## src/rtl/lcd_msg_sched.sv

```systemverilog
// Text LCD message scheduler: arbitrates three message requesters once per frame and
// streams 64 ROM characters per frame to the LCD with a fetch/setup/strobe cycle each.
// Ports: clk/rst_n (sync, active-low); req in, gnt/frame_done out; rom_addr out, rom_data in;
//        lcd_en/lcd_rs/lcd_rw/lcd_db/lcd_rst drive the LCD pins.
module lcd_msg_sched #(
  parameter int DWELL    = 4,
  parameter int INIT_CYC = 4
) (
  input  logic       clk,
  input  logic       rst_n,
  input  logic [2:0] req,
  output logic [2:0] gnt,
  output logic       frame_done,
  output logic [7:0] rom_addr,
  input  logic [7:0] rom_data,
  output logic       lcd_en,
  output logic       lcd_rs,
  output logic       lcd_rw,
  output logic [7:0] lcd_db,
  output logic       lcd_rst
);

  localparam int IW = (INIT_CYC > 1) ? $clog2(INIT_CYC) : 1;
  localparam int DW = $clog2(DWELL + 1);
  localparam logic [IW-1:0] INIT_LAST = IW'(INIT_CYC - 1);
  localparam logic [DW-1:0] DWELL_MAX = DW'(DWELL);

  typedef enum logic [1:0] {S_INIT, S_FETCH, S_SETUP, S_STROBE} state_e;

  state_e        state_q, state_d;
  logic [IW-1:0] init_cnt_q, init_cnt_d;
  logic [4:0]    col_q, col_d;
  logic          line_q, line_d;
  logic [2:0]    gnt_q, gnt_d;
  logic [DW-1:0] dwell_q, dwell_d;
  logic [7:0]    lcd_db_q, lcd_db_d;

  logic          arb_now;
  logic [2:0]    hi_req;
  logic [2:0]    arb_gnt;
  logic [DW-1:0] arb_dwell;
  logic [1:0]    msg_id;
  logic          last_char;

  // Owner index + 1; a one-hot gnt maps directly onto the 2-bit message id.
  assign msg_id    = {gnt_q[2] | gnt_q[1], gnt_q[2] | gnt_q[0]};
  assign last_char = line_q & (&col_q);

  // Arbitration result, applied only at the frame boundary (or INIT exit).
  // One-hot codes compare numerically in priority order, so hi_req > gnt_q
  // means a strictly higher-priority requester is waiting.
  always_comb begin
    hi_req    = req[2] ? 3'b100 : req[1] ? 3'b010 : req[0] ? 3'b001 : 3'b000;
    arb_gnt   = gnt_q;
    arb_dwell = dwell_q;
    if (|(gnt_q & req)) begin
      if (dwell_q < DWELL_MAX) begin
        arb_dwell = dwell_q + DW'(1);
      end else if (hi_req > gnt_q) begin
        arb_gnt   = hi_req;
        arb_dwell = '0;
      end
    end else begin
      arb_gnt   = hi_req;
      arb_dwell = '0;
    end
  end

  always_comb begin
    state_d    = state_q;
    init_cnt_d = init_cnt_q;
    col_d      = col_q;
    line_d     = line_q;
    gnt_d      = gnt_q;
    dwell_d    = dwell_q;
    lcd_db_d   = lcd_db_q;
    arb_now    = 1'b0;
    case (state_q)
      S_INIT: begin
        if (init_cnt_q == INIT_LAST) begin
          state_d = S_FETCH;
          arb_now = 1'b1;
        end else begin
          init_cnt_d = init_cnt_q + IW'(1);
        end
      end
      S_FETCH: state_d = S_SETUP;
      S_SETUP: begin
        // ROM data for the address shown in FETCH is valid now.
        lcd_db_d = rom_data;
        state_d  = S_STROBE;
      end
      S_STROBE: begin
        state_d = S_FETCH;
        col_d   = col_q + 5'd1;
        if (&col_q) line_d = ~line_q;
        arb_now = last_char;
      end
      default: state_d = S_INIT;
    endcase
    if (arb_now) begin
      gnt_d   = arb_gnt;
      dwell_d = arb_dwell;
    end
  end

  always_ff @(posedge clk) begin
    if (!rst_n) begin
      state_q    <= S_INIT;
      init_cnt_q <= '0;
      col_q      <= '0;
      line_q     <= 1'b0;
      gnt_q      <= '0;
      dwell_q    <= '0;
      lcd_db_q   <= '0;
    end else begin
      state_q    <= state_d;
      init_cnt_q <= init_cnt_d;
      col_q      <= col_d;
      line_q     <= line_d;
      gnt_q      <= gnt_d;
      dwell_q    <= dwell_d;
      lcd_db_q   <= lcd_db_d;
    end
  end

  assign gnt        = gnt_q;
  assign frame_done = (state_q == S_STROBE) & last_char;
  assign rom_addr   = {msg_id, line_q, col_q};
  assign lcd_en     = (state_q == S_STROBE);
  assign lcd_rs     = 1'b1;
  assign lcd_rw     = 1'b0;
  assign lcd_db     = lcd_db_q;
  assign lcd_rst    = (state_q == S_INIT);

endmodule

```

## config.mk

```make
export PLATFORM = sky130hd
export DESIGN_NAME = lcd_msg_sched
export DESIGN_NICKNAME = d
export VERILOG_FILES = /design/src/rtl/lcd_msg_sched.sv
export SDC_FILE = /design/constraint.sdc
export NUM_CORES = 1
export LEC_CHECK = 0
export ABC_AREA = 1
export CORE_UTILIZATION = 45
export DETAILED_ROUTE_END_ITERATION = 10
export DONT_BUFFER_PORTS = 1
export PLACE_DENSITY = 0.68
export SYNTH_ARGS = -nofsm -noshare
export SYNTH_HDL_FRONTEND = slang
export SYNTH_SLANG_ARGS = --single-unit
```

## constraint.sdc

```tcl
create_clock -name clk -period 2.45 [get_ports clk]
set_clock_uncertainty 0.1 [all_clocks]
set_input_delay 0.245 -clock clk [delete_from_list [all_inputs] [get_ports clk]]
set_output_delay 0.245 -clock clk [all_outputs]
set_load 0.05 [all_outputs]
```

==> results.toml, run 1 <==
[run_status]
status = "finished clean"

[layout]
antenna_cells = 0
nNetsFinal = 214
layout_common_cells = "nor2_1, nand2_1, inv_1, dfxtp_1, o21ai_0"
area_delta_synth_final_pct = 22.4
final_cells = 218
final_common_cell = "nor2_1"
drive_above_1_share = 0.154
fill_cells = 248

[place]
portBuffers = 0
placedCellCount = 201
gp_congestion = 0.779
dp_hpwl_um = 1830

[detailed_routing]
ant_nets = 0
vias_per_cell = 5.08
met1Wirelength_um = 1200
drt_iter0_drc = 13
wl_met2_um = 1400
num_vias = 1108
top_layer_used = "met4"
wl_per_cell_um = 12.7
firstDrtPassIters = 4
drcViolationCount = 0
wl_met3_um = 137
drt_wl_total_um = 2770

[yosys]
syn_nets = 190
syn_area_mm2 = 0.00123
yosysTopAreaCellShare = 0.392
avgSynthCellArea_um2 = 7.43
ys_types = 16
ys_warn_count = 0
yosysTopAreaCell = "dfxtp_1"
synthTopCellsByArea = "dfxtp_1, ha_1, nor2_1, nand2_1, inv_1"
yosysSeqAreaShare = 0.392
synth-seq-cells = 24
postSynthCellCount = 165

[clock_tree]
ctsRootBufferMaster = "clkbuf_4"
cts_max_path_buffers = 2
cts_num_sinks = 24
clk_pin_slew_worst_paths_ns = 0.13
clock_latency_ns = 0.32
cts_buffers = 3
cts_tree = "built"
htreeDepth = 1

[timing]
hold_violations = 0
setup_viol = 0
tightest_slew_ns = 0.648
relSlewSlack = 0.567
setup_tns_ns = 0
rsz0062_at_grt = "no"
post-route-min-period_ns = 2.22
fmax_mhz = 449
period_share = 0.908
drv_slew = 0

[floorplanning]
core.rowCount = 18
die-area_mm2 = 0.00294
start_util = 0.486
die_h_um = 54.2
design.core.area_mm2 = 0.00252
dieWidth_um = 54.2
io_pins = 37

[grt]
grt_max_degree = 21
grt-ovfl-total = 0
track_usage = 0.197
grt_pass1_vias = 1056
grt_pass1_wl_um = 4160
antenna_found_initial = 0

[power]
ir_drop_v = 0.000669
power_density_mw_per_mm2 = 971
leakagePower_nw = 0.709

[critical_path]
cpPeakStageDelay_ns = 0.38
path_delay_family = "buffers and inverters"
path_buf_inv = 3
critPathKind = "reg2out"
rr_startpoint = "col_q[0]"
crit_path_start = "col_q[0]"
cp-endpoint = "frame_done"
cp.depth = 7
r2r_end = "gnt[0]"
rr_worst_depth = 11
cpMostUsedCell = "inv_1"
crit_chain = "ha_4 -> inv_1 -> nor3_2 -> ha_2 -> nand3_4 -> buf_4 -> inv_1"
reg2reg_slack_ns = 0.41
cp-start-kind = "flip-flop"
crit_path_end_kind = "output pin"
cp_slowest_cell = "dfxtp_2"
cp_max_fo = 2
cp.required_ns = 2.11
crit_arrival_ns = 1.88

[min_path]
min_path_type = "in2reg"

[job]
maxCapViolCount = 0
==> per-layer routing <==
layer  global-route usage  up-vias
met1                0.221      510
met4               0.0855        0
met2                0.341       29
met3               0.0537        4
met5                    0        -
li1                     -      565
==> worst min path at each step <==
stage	slack [ns]	startpoint	to	depth (start not counted)
global placement	0.27	rst_n	gnt[1]	2
detailed placement	0.28	rst_n	gnt[2]	2
finish	0.008	rst_n	line_q	2
floorplan	0.28	rom_data[1]	lcd_db[1]	2
CTS	0.005	rst_n	line_q	2
global route	0.03	rst_n	dwell_q[2]	2
==> cells in the mapped netlist, drive strengths merged <==
cell type,n
o21ai,15
nor2,36
nor3,5
ha,12
nand2,24
buf,4
inv,21
dfxtp,24
clkbuf,1
conb,2
nand3,9
a21oi,11
xor2,1
==> area by class of cell <==
cell class              count  area (µm²)  share of cell area
multi-input cells         115         656               0.437
flip-flops and latches     24         484               0.322
repair buffers             24         209               0.139
inverters                  21        78.8              0.0525
well taps                  30        37.5              0.0250
clock buffers               4        36.3              0.0242
==> per-stage QoR <==
stage	hold slack, ns	setup slack [ns]	area, µm²	power (mW)	util
floorplan	0.280	0.368	1230	1.10	-
global placement	0.271	0.701	1310	1.19	0.520
detailed placement	0.276	0.668	1310	1.22	0.520
CTS	0.00537	0.105	1450	1.45	0.574
global route	0.0295	0.103	1500	1.56	0.595
finish	0.00801	0.225	1500	1.46	0.595
==> timing repair <==
action / in CTS / in global routing
setup endpoints to repair: 0 / 1
hold buffers: 10 / 1
hold endpoints to repair: 20 / 1
buffers inserted: 0 / 3
gates resized for setup: 0 / 9
==> sequential cells by signal, indices dropped and copies added, names as in the netlist <==
name,flops
init_cnt_q,2
gnt,3
dwell_q,3
lcd_db,8
state_q,2
col_q,5
line_q,1
==> power by group <==
part | switching (mW) | internal, mW | total [mW] | leakage (nW)
clock network | 0.121 | 0.0909 | 0.212 | 0.0210
registers | 0.199 | 0.482 | 0.682 | 0.197
logic | 0.391 | 0.173 | 0.564 | 0.491
total | 0.712 | 0.746 | 1.46 | 0.709
==> kinds of logic after synthesis <==
kind of cell	after synthesis	share of synthesized area
DFF	24	0.392
AOI/OAI and AO/OA	26	0.115
buffers and inverters	26	0.0918
and+or+nand+nor	74	0.265
adders and majority gates	12	0.122
other	2	0.00612
xor gates and xnor gates	1	0.00714
Power figures use the tool's default switching activity.
==> run 2: changes to the inputs <==
--- a/config.mk
+++ b/config.mk
@@ -6,10 +6,12 @@
 export NUM_CORES = 1
 export LEC_CHECK = 0
 export ABC_AREA = 1
+export ABC_CLOCK_PERIOD_IN_PS = 2450
 export CORE_UTILIZATION = 45
 export DETAILED_ROUTE_END_ITERATION = 10
 export DONT_BUFFER_PORTS = 1
 export PLACE_DENSITY = 0.68
+export SKIP_CTS_REPAIR_TIMING = 1
 export SYNTH_ARGS = -nofsm -noshare
 export SYNTH_HDL_FRONTEND = slang
 export SYNTH_SLANG_ARGS = --single-unit
==> results.toml, run 2 (same netlist as run 1, synthesis figures left out) <==
[floorplanning]
dieWidth_um = 54.2
die-area_mm2 = 0.00294
die_h_um = 54.2
core.rowCount = 18
io_pins = 37
design.core.area_mm2 = 0.00252
start_util = 0.486

[run_status]
status = "complete, but fails checks"
violations = "negative hold slack"

[timing]
setup_viol = 0
period_share = 0.833
post-route-min-period_ns = 2.04
rsz0062_at_grt = "no"
setup_tns_ns = 0
drv_slew = 0
setup_slack_ns = 0.409
holdWs_ns = -0.0370
fmax_mhz = 490
relSlewSlack = 0.555
tightest_slew_ns = 0.666
hold_violations = 1

[job]
maxCapViolCount = 0

[place]
dp_worst_setup_slack_ns = 0.668
portBuffers = 0
placedCellCount = 201
placed_cell_area_mm2 = 0.00131
gp_congestion = 0.779
dp_hpwl_um = 1830

[clock_tree]
cts_max_path_buffers = 2
clock_latency_ns = 0.32
cts_buffers = 3
ctsRootBufferMaster = "clkbuf_4"
cts_num_sinks = 24
htreeDepth = 1
cts_tree = "built"
clk_pin_slew_worst_paths_ns = 0.14

[grt]
grt_pass1_wl_um = 4000
grt_max_degree = 22
grt-ovfl-total = 0
track_usage = 0.187
grt_pass1_vias = 1017
antenna_found_initial = 0

[critical_path]
cpPeakStageDelay_ns = 0.35
cp.required_ns = 2.11
critPathKind = "reg2out"
crit_arrival_ns = 1.70
crit_path_end_kind = "output pin"
cp_max_fo = 2
cp-start-kind = "flip-flop"
cp_slowest_cell = "dfxtp_1"
path_buf_inv = 2
path_delay_family = "buffers and inverters"
crit_chain = "ha_1 -> inv_1 -> nor3_1 -> ha_1 -> nand3_4 -> inv_1"

[power]
power_density_mw_per_mm2 = 999
power.total_mw = 1.44
ir_drop_v = 0.000654
leakagePower_nw = 0.697

[detailed_routing]
vias_per_cell = 5.06
firstDrtPassIters = 4
wl_per_cell_um = 11.9
ant_nets = 0
num_vias = 1083
drt_iter0_drc = 19
drt_wl_total_um = 2550
drcViolationCount = 0

[layout]
drive_above_1_share = 0.103
utilization = 0.570
area_delta_synth_final_pct = 17.3
stdcell_area_mm2 = 0.00144
largest_reg_flops = 8
seq_area_um2 = 480
final_cells = 214
fill_cells = 247
nNetsFinal = 210
layout_common_cells = "nor2_1, nand2_1, dfxtp_1"
antenna_cells = 0
multi_input_area_um2 = 633
final_common_cell = "nor2_1"

[min_path]
min_path_type = "in2reg"
[run 2: cell count changes in the layout (fill, tap and decap cells not counted), sizes merged]
cell | previous run | this run
buf | 14 | 11
dlygate4sd3 | 10 | 9
[run 2: per-layer routing]
| metal | wire length, µm | part of all wire | GRT usage |
|---|---|---|---|
| met5 | 0 | 0 | 0 |
| met4 | 13 | 0.0051 | 0.0769 |
| met3 | 114 | 0.045 | 0.0480 |
| met2 | 1250 | 0.49 | 0.323 |
| met1 | 1170 | 0.46 | 0.216 |
[run 2: final cells by class]
class	instances	share of cell area
repair buffers	20	0.120
well taps	30	0.0261
inverters	21	0.0548
clock buffers	4	0.0252
multi-input cells	115	0.440
flip-flops and latches	24	0.334
[run 2: path summary, 6_finish.rpt]
path	start	endpoint	slack (ns)	cells past startpoint
max	col_q[1]	frame_done	0.41	6
min	rom_data[7]	lcd_db[7]	-0.04	2
max reg2reg	gnt[2]	dwell_q[0]	0.64	9
min reg2reg	init_cnt_q[0]	init_cnt_q[0]	0.39	2
[run 2: worst register-to-register path: stages, from the launching register on]
cell	delay (ns)
dfxtp_1	0.34
buf_4	0.20
inv_1	0.11
ha_1	0.32
a21oi_1	0.15
nand2_1	0.06
nand2_1	0.07
nand3_1	0.13
a21oi_1	0.17
nor2_1	0.06
[run 2: where the power goes]
group          internal (mW)  switching [mW]
Sequential             0.480           0.196
Clock                 0.0908           0.121
Combinational          0.162           0.386
Total                  0.733           0.704
==> run 3: changes to the inputs <==
--- a/config.mk
+++ b/config.mk
@@ -6,11 +6,11 @@
 export NUM_CORES = 1
 export LEC_CHECK = 0
 export ABC_AREA = 1
-export ABC_CLOCK_PERIOD_IN_PS = 2450
+export ABC_CLOCK_PERIOD_IN_PS = 1800
 export CORE_UTILIZATION = 45
 export DETAILED_ROUTE_END_ITERATION = 10
 export DONT_BUFFER_PORTS = 1
-export PLACE_DENSITY = 0.68
+export PLACE_DENSITY = 0.7
 export SKIP_CTS_REPAIR_TIMING = 1
 export SYNTH_ARGS = -nofsm -noshare
 export SYNTH_HDL_FRONTEND = slang
==> constraint.sdc (replaced) <==
create_clock -name clk -period 1.8 [get_ports clk]
set_clock_uncertainty 0.1 [all_clocks]
set_input_delay 0.18 -clock clk [delete_from_list [all_inputs] [get_ports clk]]
set_output_delay 0.18 -clock clk [all_outputs]
set_load 0.05 [all_outputs]
==> results.toml, run 3 (same netlist as run 1, synthesis figures left out) <==
[run_status]
status = "complete, but fails checks"
violations = "negative setup slack"

[place]
gp_congestion = 0.811
portBuffers = 0
placedCellCount = 202
dp_worst_setup_slack_ns = 0.0151
dp_hpwl_um = 1900

[clock_tree]
cts_buffers = 3
cts_tree = "built"
cts_max_path_buffers = 2
ctsRootBufferMaster = "clkbuf_4"
clk_pin_slew_worst_paths_ns = 0.13
htreeDepth = 1
cts_num_sinks = 24
clock_latency_ns = 0.31

[floorplanning]
die-area_mm2 = 0.00294
die_h_um = 54.2
dieWidth_um = 54.2
start_util = 0.486
io_pins = 37
core.rowCount = 18
design.core.area_mm2 = 0.00252

[min_path]
min_path_type = "in2reg"

[detailed_routing]
drt_iter0_drc = 14
drcViolationCount = 0
ant_nets = 0
vias_per_cell = 4.96
num_vias = 1082
wl_per_cell_um = 12.0
firstDrtPassIters = 4
drt_wl_total_um = 2620

[timing]
rsz0062_at_grt = "yes"
setup_slack_ns = -0.0631
relSlewSlack = 0.572
hold_violations = 0
fmax_mhz = 537
period_share = 1.04
tightest_slew_ns = 0.639
setup_viol = 1
post-route-min-period_ns = 1.86
drv_slew = 0

[grt]
grt-ovfl-total = 0
grt_pass1_vias = 1038
antenna_found_initial = 0
track_usage = 0.189
grt_max_degree = 22
grt_pass1_wl_um = 3930

[layout]
antenna_cells = 0
final_cells = 218
seq_area_um2 = 493
area_delta_synth_final_pct = 26.3
fill_cells = 238
nNetsFinal = 214
layout_common_cells = "nor2_1, inv_1, nand2_1"
largest_reg_flops = 8
drive_above_1_share = 0.223
final_common_cell = "nor2_1"
multi_input_area_um2 = 682
utilization = 0.614

[power]
ir_drop_v = 0.000888
power.total_mw = 2.00
leakagePower_nw = 0.715
power_density_mw_per_mm2 = 1290

[critical_path]
cp-start-kind = "flip-flop"
crit_path_end_kind = "output pin"
reg2reg_slack_ns = 0.02
critPathKind = "reg2out"
cp.required_ns = 1.52
crit_arrival_ns = 1.58
cp_max_fo = 2

[job]
maxCapViolCount = 0
-- run 3: changes by cell type in the layout (fill, tap and decap cells not counted), sizes merged --
cell,delta
dlygate4sd3,+1
buf,+3
-- run 3: power by group --
part / switching [mW] / internal [mW]
Clock: 0.166 / 0.124
Sequential: 0.274 / 0.658
Combinational: 0.535 / 0.240
Total: 0.975 / 1.02
-- run 3: routing by layer --
layer	GRT usage	vias up	routed length, µm
met3	0.0395	4	97
li1	-	561	-
met5	0	-	0
met4	0.103	0	41
met1	0.207	495	1080
met2	0.333	22	1400
-- run 3: layout make-up --
cell class / instances / share of cell area
multi-input combinational: 115 / 0.440
tap: 30 / 0.0242
sequential: 24 / 0.318
inverter: 21 / 0.0509
timing repair buffer: 24 / 0.143
clock buffer: 4 / 0.0234
-- run 3: final timing paths --
path                  from            end  depth (start not counted)
min                 req[1]         gnt[1]                          4
max               col_q[1]     frame_done                          7
min reg2reg  init_cnt_q[0]  init_cnt_q[0]                          2
max reg2reg       col_q[1]     dwell_q[0]                         10
-- run 3: worst max-delay path, cell delays in order (launching register included) --
cell	delay [ns]
dfxtp_4	0.39
ha_4	0.14
inv_2	0.04
nor3_2	0.18
ha_2	0.22
nand3_4	0.09
inv_2	0.08
buf_12	0.13
-- run 3: per-stage QoR --
step	hold WS, ns	cell area (µm²)	TNS, ns
after CTS	-0.142	1380	-0.105
final	0.0379	1550	-0.0631
after global routing	0.0627	1550	-0.718
after detailed placement	0.206	1350	0
after floorplan	0.215	1240	0
after global placement	0.197	1350	0
